$ cat config.mk
export PLATFORM = sky130hd
export DESIGN_NAME = shared_mult_arbiter_flat
export DESIGN_NICKNAME = d
export VERILOG_FILES = /design/src/rtl/shared_mult_arbiter_if.sv /design/src/rtl/shared_mult_arbiter.sv /design/src/flat_wrapper.sv
export SDC_FILE = /design/constraint.sdc
export NUM_CORES = 1
export LEC_CHECK = 0
export BUFFER_PORTS_ARGS = -buffer_cell sky130_fd_sc_hd__buf_2
export CAP_MARGIN = 25
export CORE_AREA = 2 2 178 180
export DETAILED_ROUTE_END_ITERATION = 8
export DIE_AREA = 0 0 180 182
export HOLD_SLACK_MARGIN = 0.05
export PLACE_DENSITY = 0.6
export SYNTH_ARGS = -nofsm -noshare
export SYNTH_HDL_FRONTEND = slang
export SYNTH_SLANG_ARGS = --single-unit
$ cat constraint.sdc
create_clock -name clk -period 3.9 [get_ports clk]
set_input_delay 0.195 -clock clk [delete_from_list [all_inputs] [get_ports clk]]
set_output_delay 0.195 -clock clk [all_outputs]
set_load 0.005 [all_outputs]
$ cat src/rtl/shared_mult_arbiter_if.sv
// Client-side bundle of the shared multiplier front end: requests, operands,
// grants and tagged product returns.
interface shared_mult_arbiter_if #(
    parameter int unsigned N_CLIENTS = 4
);
    logic [N_CLIENTS-1:0]    req;
    logic [N_CLIENTS*32-1:0] req_a;
    logic [N_CLIENTS*32-1:0] req_b;
    logic [N_CLIENTS-1:0]    grant;
    logic [N_CLIENTS-1:0]    rsp_valid;
    logic [63:0]             rsp_p;

    modport master (
        output req, req_a, req_b,
        input  grant, rsp_valid, rsp_p
    );

    modport slave (
        input  req, req_a, req_b,
        output grant, rsp_valid, rsp_p
    );
endinterface

$ cat src/rtl/shared_mult_arbiter.sv
// Round-robin front end for one shared pipelined 32x32 signed multiplier:
// issues one client operation per cycle and returns each product by client tag.
module shared_mult_arbiter #(
    parameter int unsigned N_CLIENTS = 4,
    parameter int unsigned LATENCY   = 2
) (
    input  logic                  clk,
    input  logic                  rst,
    shared_mult_arbiter_if.slave  cli,
    output logic [31:0]           m_a,
    output logic [31:0]           m_b,
    input  logic [63:0]           m_p,
    output logic                  busy
);
    localparam int unsigned TAG_W = $clog2(N_CLIENTS);
    localparam int unsigned SUM_W = TAG_W + 1;

    logic [TAG_W-1:0]     ptr_q, ptr_d;
    logic [SUM_W-1:0]     scan_sum;
    logic [SUM_W-1:0]     ptr_inc;
    logic [TAG_W-1:0]     scan_idx;
    logic                 gnt_vld;
    logic [TAG_W-1:0]     gnt_idx;
    logic [N_CLIENTS-1:0] grant_c;

    logic [LATENCY:0]     pv_q, pv_d;
    logic [TAG_W-1:0]     ptag_q [LATENCY+1];
    logic [TAG_W-1:0]     ptag_d [LATENCY+1];

    logic [31:0]          m_a_q, m_a_d, m_b_q, m_b_d;
    logic [N_CLIENTS-1:0] rsp_valid_q, rsp_valid_d;
    logic [63:0]          rsp_p_q, rsp_p_d;
    logic                 busy_q, busy_d;

    // Round-robin search starting at ptr, wrapping modulo N_CLIENTS.
    always_comb begin
        gnt_vld  = 1'b0;
        gnt_idx  = '0;
        scan_sum = '0;
        scan_idx = '0;
        for (int k = 0; k < int'(N_CLIENTS); k++) begin
            scan_sum = SUM_W'(ptr_q) + SUM_W'(k);
            if (scan_sum >= SUM_W'(N_CLIENTS)) begin
                scan_sum = scan_sum - SUM_W'(N_CLIENTS);
            end
            scan_idx = scan_sum[TAG_W-1:0];
            if (!gnt_vld && cli.req[scan_idx]) begin
                gnt_vld = 1'b1;
                gnt_idx = scan_idx;
            end
        end
        // Reset wins over any request in the same cycle.
        gnt_vld = gnt_vld && !rst;
        grant_c = '0;
        if (gnt_vld) begin
            grant_c[gnt_idx] = 1'b1;
        end
    end

    // Next-state for pointer, operands, tag pipe, response and busy.
    always_comb begin
        ptr_d   = ptr_q;
        ptr_inc = SUM_W'(gnt_idx) + SUM_W'(1);
        m_a_d   = m_a_q;
        m_b_d   = m_b_q;
        if (gnt_vld) begin
            ptr_d = (ptr_inc == SUM_W'(N_CLIENTS)) ? '0 : ptr_inc[TAG_W-1:0];
            for (int i = 0; i < int'(N_CLIENTS); i++) begin
                if (gnt_idx == TAG_W'(i)) begin
                    m_a_d = cli.req_a[32*i +: 32];
                    m_b_d = cli.req_b[32*i +: 32];
                end
            end
        end

        pv_d[0]   = gnt_vld;
        ptag_d[0] = gnt_idx;
        for (int i = 1; i <= int'(LATENCY); i++) begin
            pv_d[i]   = pv_q[i-1];
            ptag_d[i] = ptag_q[i-1];
        end

        rsp_valid_d = '0;
        rsp_p_d     = rsp_p_q;
        if (pv_q[LATENCY]) begin
            rsp_valid_d[ptag_q[LATENCY]] = 1'b1;
            rsp_p_d                      = m_p;
        end

        busy_d = (|pv_d) || (|rsp_valid_d);
    end

    always_ff @(posedge clk) begin
        if (rst) begin
            ptr_q       <= '0;
            pv_q        <= '0;
            m_a_q       <= '0;
            m_b_q       <= '0;
            rsp_valid_q <= '0;
            rsp_p_q     <= '0;
            busy_q      <= 1'b0;
        end else begin
            ptr_q       <= ptr_d;
            pv_q        <= pv_d;
            m_a_q       <= m_a_d;
            m_b_q       <= m_b_d;
            rsp_valid_q <= rsp_valid_d;
            rsp_p_q     <= rsp_p_d;
            busy_q      <= busy_d;
        end
    end

    // Tags are only meaningful alongside their valid bit, so they need no reset.
    always_ff @(posedge clk) begin
        for (int i = 0; i <= int'(LATENCY); i++) begin
            ptag_q[i] <= ptag_d[i];
        end
    end

    assign cli.grant     = grant_c;
    assign cli.rsp_valid = rsp_valid_q;
    assign cli.rsp_p     = rsp_p_q;
    assign m_a           = m_a_q;
    assign m_b           = m_b_q;
    assign busy          = busy_q;
endmodule

$ cat src/flat_wrapper.sv
// flat-port wrapper written by rule: the top's interface ports become plain ports
module shared_mult_arbiter_flat 
#(
    parameter int unsigned N_CLIENTS = 4,
    parameter int unsigned LATENCY   = 2
)
  (clk, rst, m_a, m_b, m_p, busy, cli_req, cli_req_a, cli_req_b, cli_grant, cli_rsp_valid, cli_rsp_p);
  shared_mult_arbiter_if #(.N_CLIENTS(N_CLIENTS)) cli_i ();
  input  logic clk;
  input  logic rst;
  output logic [31:0] m_a;
  output logic [31:0] m_b;
  input  logic [63:0] m_p;
  output logic busy;
  input wire logic [$bits(cli_i.req)-1:0] cli_req;
  input wire logic [$bits(cli_i.req_a)-1:0] cli_req_a;
  input wire logic [$bits(cli_i.req_b)-1:0] cli_req_b;
  output wire logic [$bits(cli_i.grant)-1:0] cli_grant;
  output wire logic [$bits(cli_i.rsp_valid)-1:0] cli_rsp_valid;
  output wire logic [$bits(cli_i.rsp_p)-1:0] cli_rsp_p;
  assign cli_i.req = cli_req;
  assign cli_i.req_a = cli_req_a;
  assign cli_i.req_b = cli_req_b;
  assign cli_grant = cli_i.grant;
  assign cli_rsp_valid = cli_i.rsp_valid;
  assign cli_rsp_p = cli_i.rsp_p;
  shared_mult_arbiter #(.N_CLIENTS(N_CLIENTS), .LATENCY(LATENCY)) u_core (.clk(clk), .rst(rst), .cli(cli_i), .m_a(m_a), .m_b(m_b), .m_p(m_p), .busy(busy));
endmodule
==> results.toml, run 1 <==
[critical_path]
cpMaxStageDelayCell = "buf_4"
required_ns = 3.70
worst-path-buf-inv = 2
worstSetupPathType = "reg2out"
slowest_delay_ns = 0.53
crit_fanout = 51
end_kind = "output pin"
crit_family = "simple AND/OR/NAND/NOR gates"
crit_arrival_ns = 2.76
critPathLaunchType = "flip-flop"
cp_cell_sequence = "nand2b_1 -> a21boi_0 -> nor3_1 -> ha_2 -> buf_4 -> and2_1 -> buf_2"

[layout]
final_cell_mix = "buf_2 (461), dfxtp_1 (143), nor2_1 (68)"
drive_gt1_share_pct = 55.9
finalNetCount = 1464
diodes = 0
final_common_cell = "buf_2"
area_growth_pct = 56.5
fillers = 3180

[drt]
wl_mm = 27.1
viasPerCell = 4.72
ant_nets = 0
num_vias = 7307
wl_per_cell_um = 17.5
dr.pass1.iters = 9
drt_iter0_drc = 528
drc = 5

[pwr]
power.leakage_nw = 4.82
total_power_mw = 5.43
power_density_nw_per_um2 = 505
ir_drop_mv = 0.239

[die]
num_rows = 65
chipWidth_um = 180
dieArea_um2 = 32800
design.core.area_um2 = 31000
dieHeight_um = 182
initial_utilization_pct = 22.2
ioPinCount = 463

[yosys]
ys_warn_count = 0
ys_seq_area_share_pct = 42.0
synthesis.area_um2 = 6870
syn_inst = 644
synth_area_per_cell_um2 = 10.7
ys_ff_latch = 144
syn_nets = 974
yosysUniqueCellTypes = 30

[timing]
setup_tns_ns = 0
fmax_ghz = 0.339
drv_slew = 0
worst_pin_slew_ns = 1.02
relSlewSlack_pct = 31.9
fin_crit_ns = 2.95
period_share_pct = 75.7
finalHoldViolCount = 0
rsz0062_at_grt = "no"
skew_ns = 0.0123
finalSetupViolCount = 0

[placed_design]
portBuffers = 462
place.gp.congestion = 0.776
place_hpwl_mm = 19.5

[clocking]
htree_levels = 4
root_buffer = "clkbuf_16"
clkLatencyLatePin_ns = 0.42
cts_buffer_depth = 2
post_cts_buffers = 0
cts.sinks = 144
path_clk_slew_ns = 0.06
post_cts_resized = 0
cts_tree = "done"
numCtsBuffers = 17

[global_route]
grt_pass1_wl_mm = 40.6
grt_max_degree = 67
antenna_found_initial = 0
overflow = 0
grt_pass1_vias = 7418
gr-usage-all-layers_pct = 15.8

[job]
drv_cap = 0

[min_path]
hold_class = "in2reg"

[run_status]
violations = "DRC"
status = "complete, but fails checks"
[stage by stage]
stage                     cells  hold slack, ns  cell area (um^2)  util [%]  setup WS [ns]
after floorplan             644           0.310              6870         -           1.48
after global placement     1452           0.314              9520      30.7           1.02
after detailed placement   1453           0.315              9550      30.8           1.01
after CTS                  1549           0.112             10700      34.7          0.860
after global routing       1549           0.149             10700      34.7          0.669
final                      1549           0.145             10700      34.7          0.947
[state kept, by name, indices dropped and copies added, names as in the netlist]
name and cells:
u_core.busy 1, u_core.m_b 32, u_core.pv_q 3, u_core.cli.rsp_p 64, u_core.ptr_q 2, u_core.m_a 32, u_core.cli.rsp_valid 4, u_core.ptag_q 6
[worst paths after layout]
kind         slack, ns                           to                         start  depth (start not counted)
max               0.95                 cli_grant[3]  u_core.ptr_q[0]$_SDFFE_PP0P_                          7
min               0.15  u_core.m_b[28]$_SDFFE_PP0P_                cli_req_b[124]                          3
max reg2reg       1.00  u_core.m_b[14]$_SDFFE_PP0P_  u_core.ptr_q[0]$_SDFFE_PP0P_                          8
min reg2reg       0.33  u_core.ptag_q[0][5]$_DFF_P_   u_core.ptag_q[0][3]$_DFF_P_                          0
[final cells by class]
type	instances	area (um^2)	area share, %
multi-input combinational	428	3680	34.2
sequential	144	2890	26.9
clock inverter	11	109	1.01
clock buffer	21	450	4.19
tap	402	503	4.68
timing repair buffer	543	3120	29.0
[synth_stat cells (all sizes together)]
cell type | number | share of area, %
ha | 4 | 0.73
nor3 | 1 | 0.073
nor4 | 1 | 0.091
and2 | 5 | 0.46
dfxtp | 144 | 42
buf | 22 | 2.2
nor2b | 6 | 0.55
or3 | 1 | 0.091
mux2i | 65 | 9.5
nand2b | 4 | 0.36
a211oi | 63 | 11
a222oi | 63 | 9.2
o21ba | 1 | 0.15
o22a | 1 | 0.13
nor3b | 1 | 0.11
a311oi | 1 | 0.13
o22ai | 1 | 0.091
o31a | 1 | 0.13
a21oi | 66 | 4.8
clkbuf | 50 | 2.7
mux2 | 64 | 10
a21o | 1 | 0.11
or4 | 2 | 0.22
and3 | 1 | 0.091
and3b | 2 | 0.26
a21boi | 2 | 0.22
nand2 | 2 | 0.11
nor2 | 69 | 3.8
[cell families (layout without fill, tap and decap cells)]
kind of cell	after synthesis	count (layout)	share of synthesized area (%)
AOI/OAI and AO/OA	200	200	26.2
adders and majority gates	4	4	0.729
buffers and inverters	72	575	4.97
DFF	144	144	42.0
muxes	129	129	20.0
and+or+nand+nor	95	95	6.18
[repair_timing]
item	CTS	global route
setup endpoints to repair	0	0
hold buffers	64	0
endpoints found under the hold margin	64	0
[worst reg2reg max path, stage by stage (launching register included)]
cell	delay [ns]
dfxtp_1	0.35
nand2b_1	0.12
a21boi_0	0.12
or3_1	0.40
ha_1	0.28
nor2_4	0.63
buf_4	0.45
a222oi_1	0.23
a211oi_2	0.27
[per-layer routing]
layer	wire length [um]	vias to the layer above	GRT usage, %
met5	0	-	0
met4	537	0	5.27
met3	2110	26	4.01
met2	13800	373	28.9
met1	10700	3439	18.0
li1	-	3469	-
[where the power goes]
part	switching, mW	total [mW]	internal [mW]
combinational	1.03	1.99	0.953
sequential	0.142	1.87	1.73
clock	0.675	1.58	0.901
Power figures use the tool's default switching activity.
==> inputs of run 2 (changes only) <==
Settings changed: CORE_AREA 2 2 178 180 to 2 2 179 181, DIE_AREA 0 0 180 182 to 0 0 181 183, PLACE_DENSITY 0.6 to 0.62.
Clock period 3.9 ns to 2.5 ns, I/O delays scaled along.
==> results.toml, run 2 (synthesized netlist as in run 1, its figures left out) <==
[min_path]
hold-path-cell-count = 3
hold_class = "in2reg"
min_to = "u_core.m_b[6]$_SDFFE_PP0P_"
hp-start = "cli_req_b[70]"

[pwr]
power_density_nw_per_um2 = 805
swShare_pct = 34.1
p_switching_mw = 3.07
ir_drop_mv = 0.339
share_seq_of_total_power_pct = 32.3
p_int_mw = 5.94
clockPowerShare_pct = 29.3
combPwrFrac_pct = 38.4
power.leakage_nw = 5.06

[critical_path]
r2r_cells = 10
path_common_cell = "buf_4"
slowest_delay_ns = 0.50
cp_cell_sequence = "nand2b_1 -> a21boi_1 -> nor3_2 -> buf_4 -> ha_2 -> buf_4 -> buf_12 -> a222oi_1 -> buf_4 -> a211oi_2"
cpMaxStageDelayCell = "a222oi_1"
r2r-end = "u_core.m_b[19]$_SDFFE_PP0P_"
r2r_setup_slack_ns = 0.1
end_kind = "flip-flop"
crit_fanout = 50
required_ns = 2.78
worstSetupPathType = "reg2reg"
critPathLaunchType = "flip-flop"
rr_startpoint = "u_core.ptr_q[0]$_SDFFE_PP0P_"
crit_arrival_ns = 2.68

[clocking]
numCtsBuffers = 17
root_buffer = "clkbuf_16"
path_clk_slew_ns = 0.07
clkLatencyLatePin_ns = 0.42
htree_levels = 4
cts.sinks = 144
cts_tree = "done"
cts_buffer_depth = 2

[timing]
setup_tns_ns = 0
fmax_ghz = 0.416
skew_ns = 0.00964
fin_crit_ns = 2.40
period_share_pct = 96.1
finalHoldViolCount = 0
finalSetupViolCount = 0
worst_pin_slew_ns = 0.624
relSlewSlack_pct = 58.3
drv_slew = 0

[drt]
wl_mm = 28.1
num_vias = 7487
dr.pass1.iters = 9
wl_per_cell_um = 17.7
drc = 2
viasPerCell = 4.73
drt_iter0_drc = 394
ant_nets = 0

[die]
chipWidth_um = 181
dieArea_um2 = 33100
design.core.area_um2 = 31200
ioPinCount = 463
initial_utilization_pct = 22.0
dieHeight_um = 183
num_rows = 65

[run_status]
status = "complete, but fails checks"
violations = "DRC"

[layout]
largest_register_ffs = 64
final_cell_mix = "buf_2 (461), dfxtp_1 (142), nor2_1 (68)"
final_common_cell = "buf_2"
fillers = 3110
drive_gt1_share_pct = 57.9
finalNetCount = 1497
area_growth_pct = 63.1
finalNonFillerCells = 1584

[global_route]
grt_max_degree = 70
grt_pass1_wl_mm = 40.9
antenna_found_initial = 3
overflow = 0
grt_pass1_vias = 7576
gr-usage-all-layers_pct = 15.8

[placed_design]
portBuffers = 462
dp_cells = 1484
place_hpwl_mm = 19.7
place.gp.congestion = 0.835

[job]
drv_cap = 0
==> run 2: cell type report <==
type,count,area (um^2),area share (%)
Multi-Input combinational cell,428,3720,33.2
Tap cell,402,503,4.49
Sequential cell,144,2890,25.8
Antenna cell,2,5.00,0.0447
Clock buffer,18,429,3.83
Timing Repair Buffer,576,3490,31.2
Clock inverter,14,166,1.49
==> run 2: how the worst max path moves through the flow <==
| stage | from | depth (start not counted) | slack (ns) | endpoint |
|---|---|---|---|---|
| 6_report | u_core.ptr_q[0]$_SDFFE_PP0P_ | 10 | 0.1 | u_core.m_b[19]$_SDFFE_PP0P_ |
| 5_1_grt | u_core.ptr_q[0]$_SDFFE_PP0P_ | 10 | -0.04 | u_core.m_b[21]$_SDFFE_PP0P_ |
| 4_1_cts | u_core.ptr_q[1]$_SDFFE_PP0P_ | 8 | 0.03 | cli_grant[3] |
| 3_5_place_dp | u_core.ptr_q[1]$_SDFFE_PP0P_ | 9 | -0.15 | u_core.m_a[30]$_SDFFE_PP0P_ |
| 3_3_place_gp | u_core.ptr_q[1]$_SDFFE_PP0P_ | 9 | -0.08 | u_core.m_b[12]$_SDFFE_PP0P_ |
| 2_1_floorplan | u_core.ptr_q[0]$_SDFFE_PP0P_ | 9 | 0.08 | u_core.m_a[0]$_SDFFE_PP0P_ |
==> run 2: timing repair <==
item / in CTS / in global routing
endpoints found under the hold margin: 65 / 0
endpoints found under the setup margin: 65 / 36
pin swaps: 0 / 5
hold buffers: 65 / 0
buffers inserted: 0 / 1
resized for setup: 8 / 8
==> run 2: through the flow <==
stage	setup slack (ns)	utilization, %	power [mW]	cell area [um^2]	hold slack (ns)
floorplan	0.0788	-	4.86	6870	0.272
global placement	-0.0824	31.7	6.27	9890	0.316
detailed placement	-0.154	31.7	6.32	9890	0.314
CTS	0.0344	35.7	9.12	11200	0.0728
global route	-0.0423	35.9	9.50	11200	0.0872
finish	0.0975	35.9	9.01	11200	0.0968
==> run 2: per-layer routing <==
metal | GRT usage (%) | routed length (um) | vias up
met3 | 3.83 | 2120 | 33
met1 | 18.1 | 11500 | 3544
met4 | 5.69 | 680 | 0
met2 | 28.6 | 13800 | 365
li1 | - | - | 3545
met5 | 0 | 0 | -
==> run 2: worst max-delay path, delay by kind of cell, from the launching register on <==
kind / cells / cell delay [ns]
AO/OA/AOI/OAI: 3 / 0.79
adder cells (fa/ha/maj): 1 / 0.21
buffers and inverters: 4 / 0.66
flip-flops: 1 / 0.32
AND/OR/NAND/NOR: 2 / 0.21
==> run 2: power by group through the flow <==
stage          clock network (mW)  logic, mW  registers [mW]
4_1_cts                      2.74       3.48            2.91
3_3_place_gp                    0       3.33            2.94
3_5_place_dp                    0       3.37            2.94
5_1_grt                      2.81       3.74            2.96
6_report                     2.64       3.46            2.91
2_1_floorplan                   0       1.90            2.96
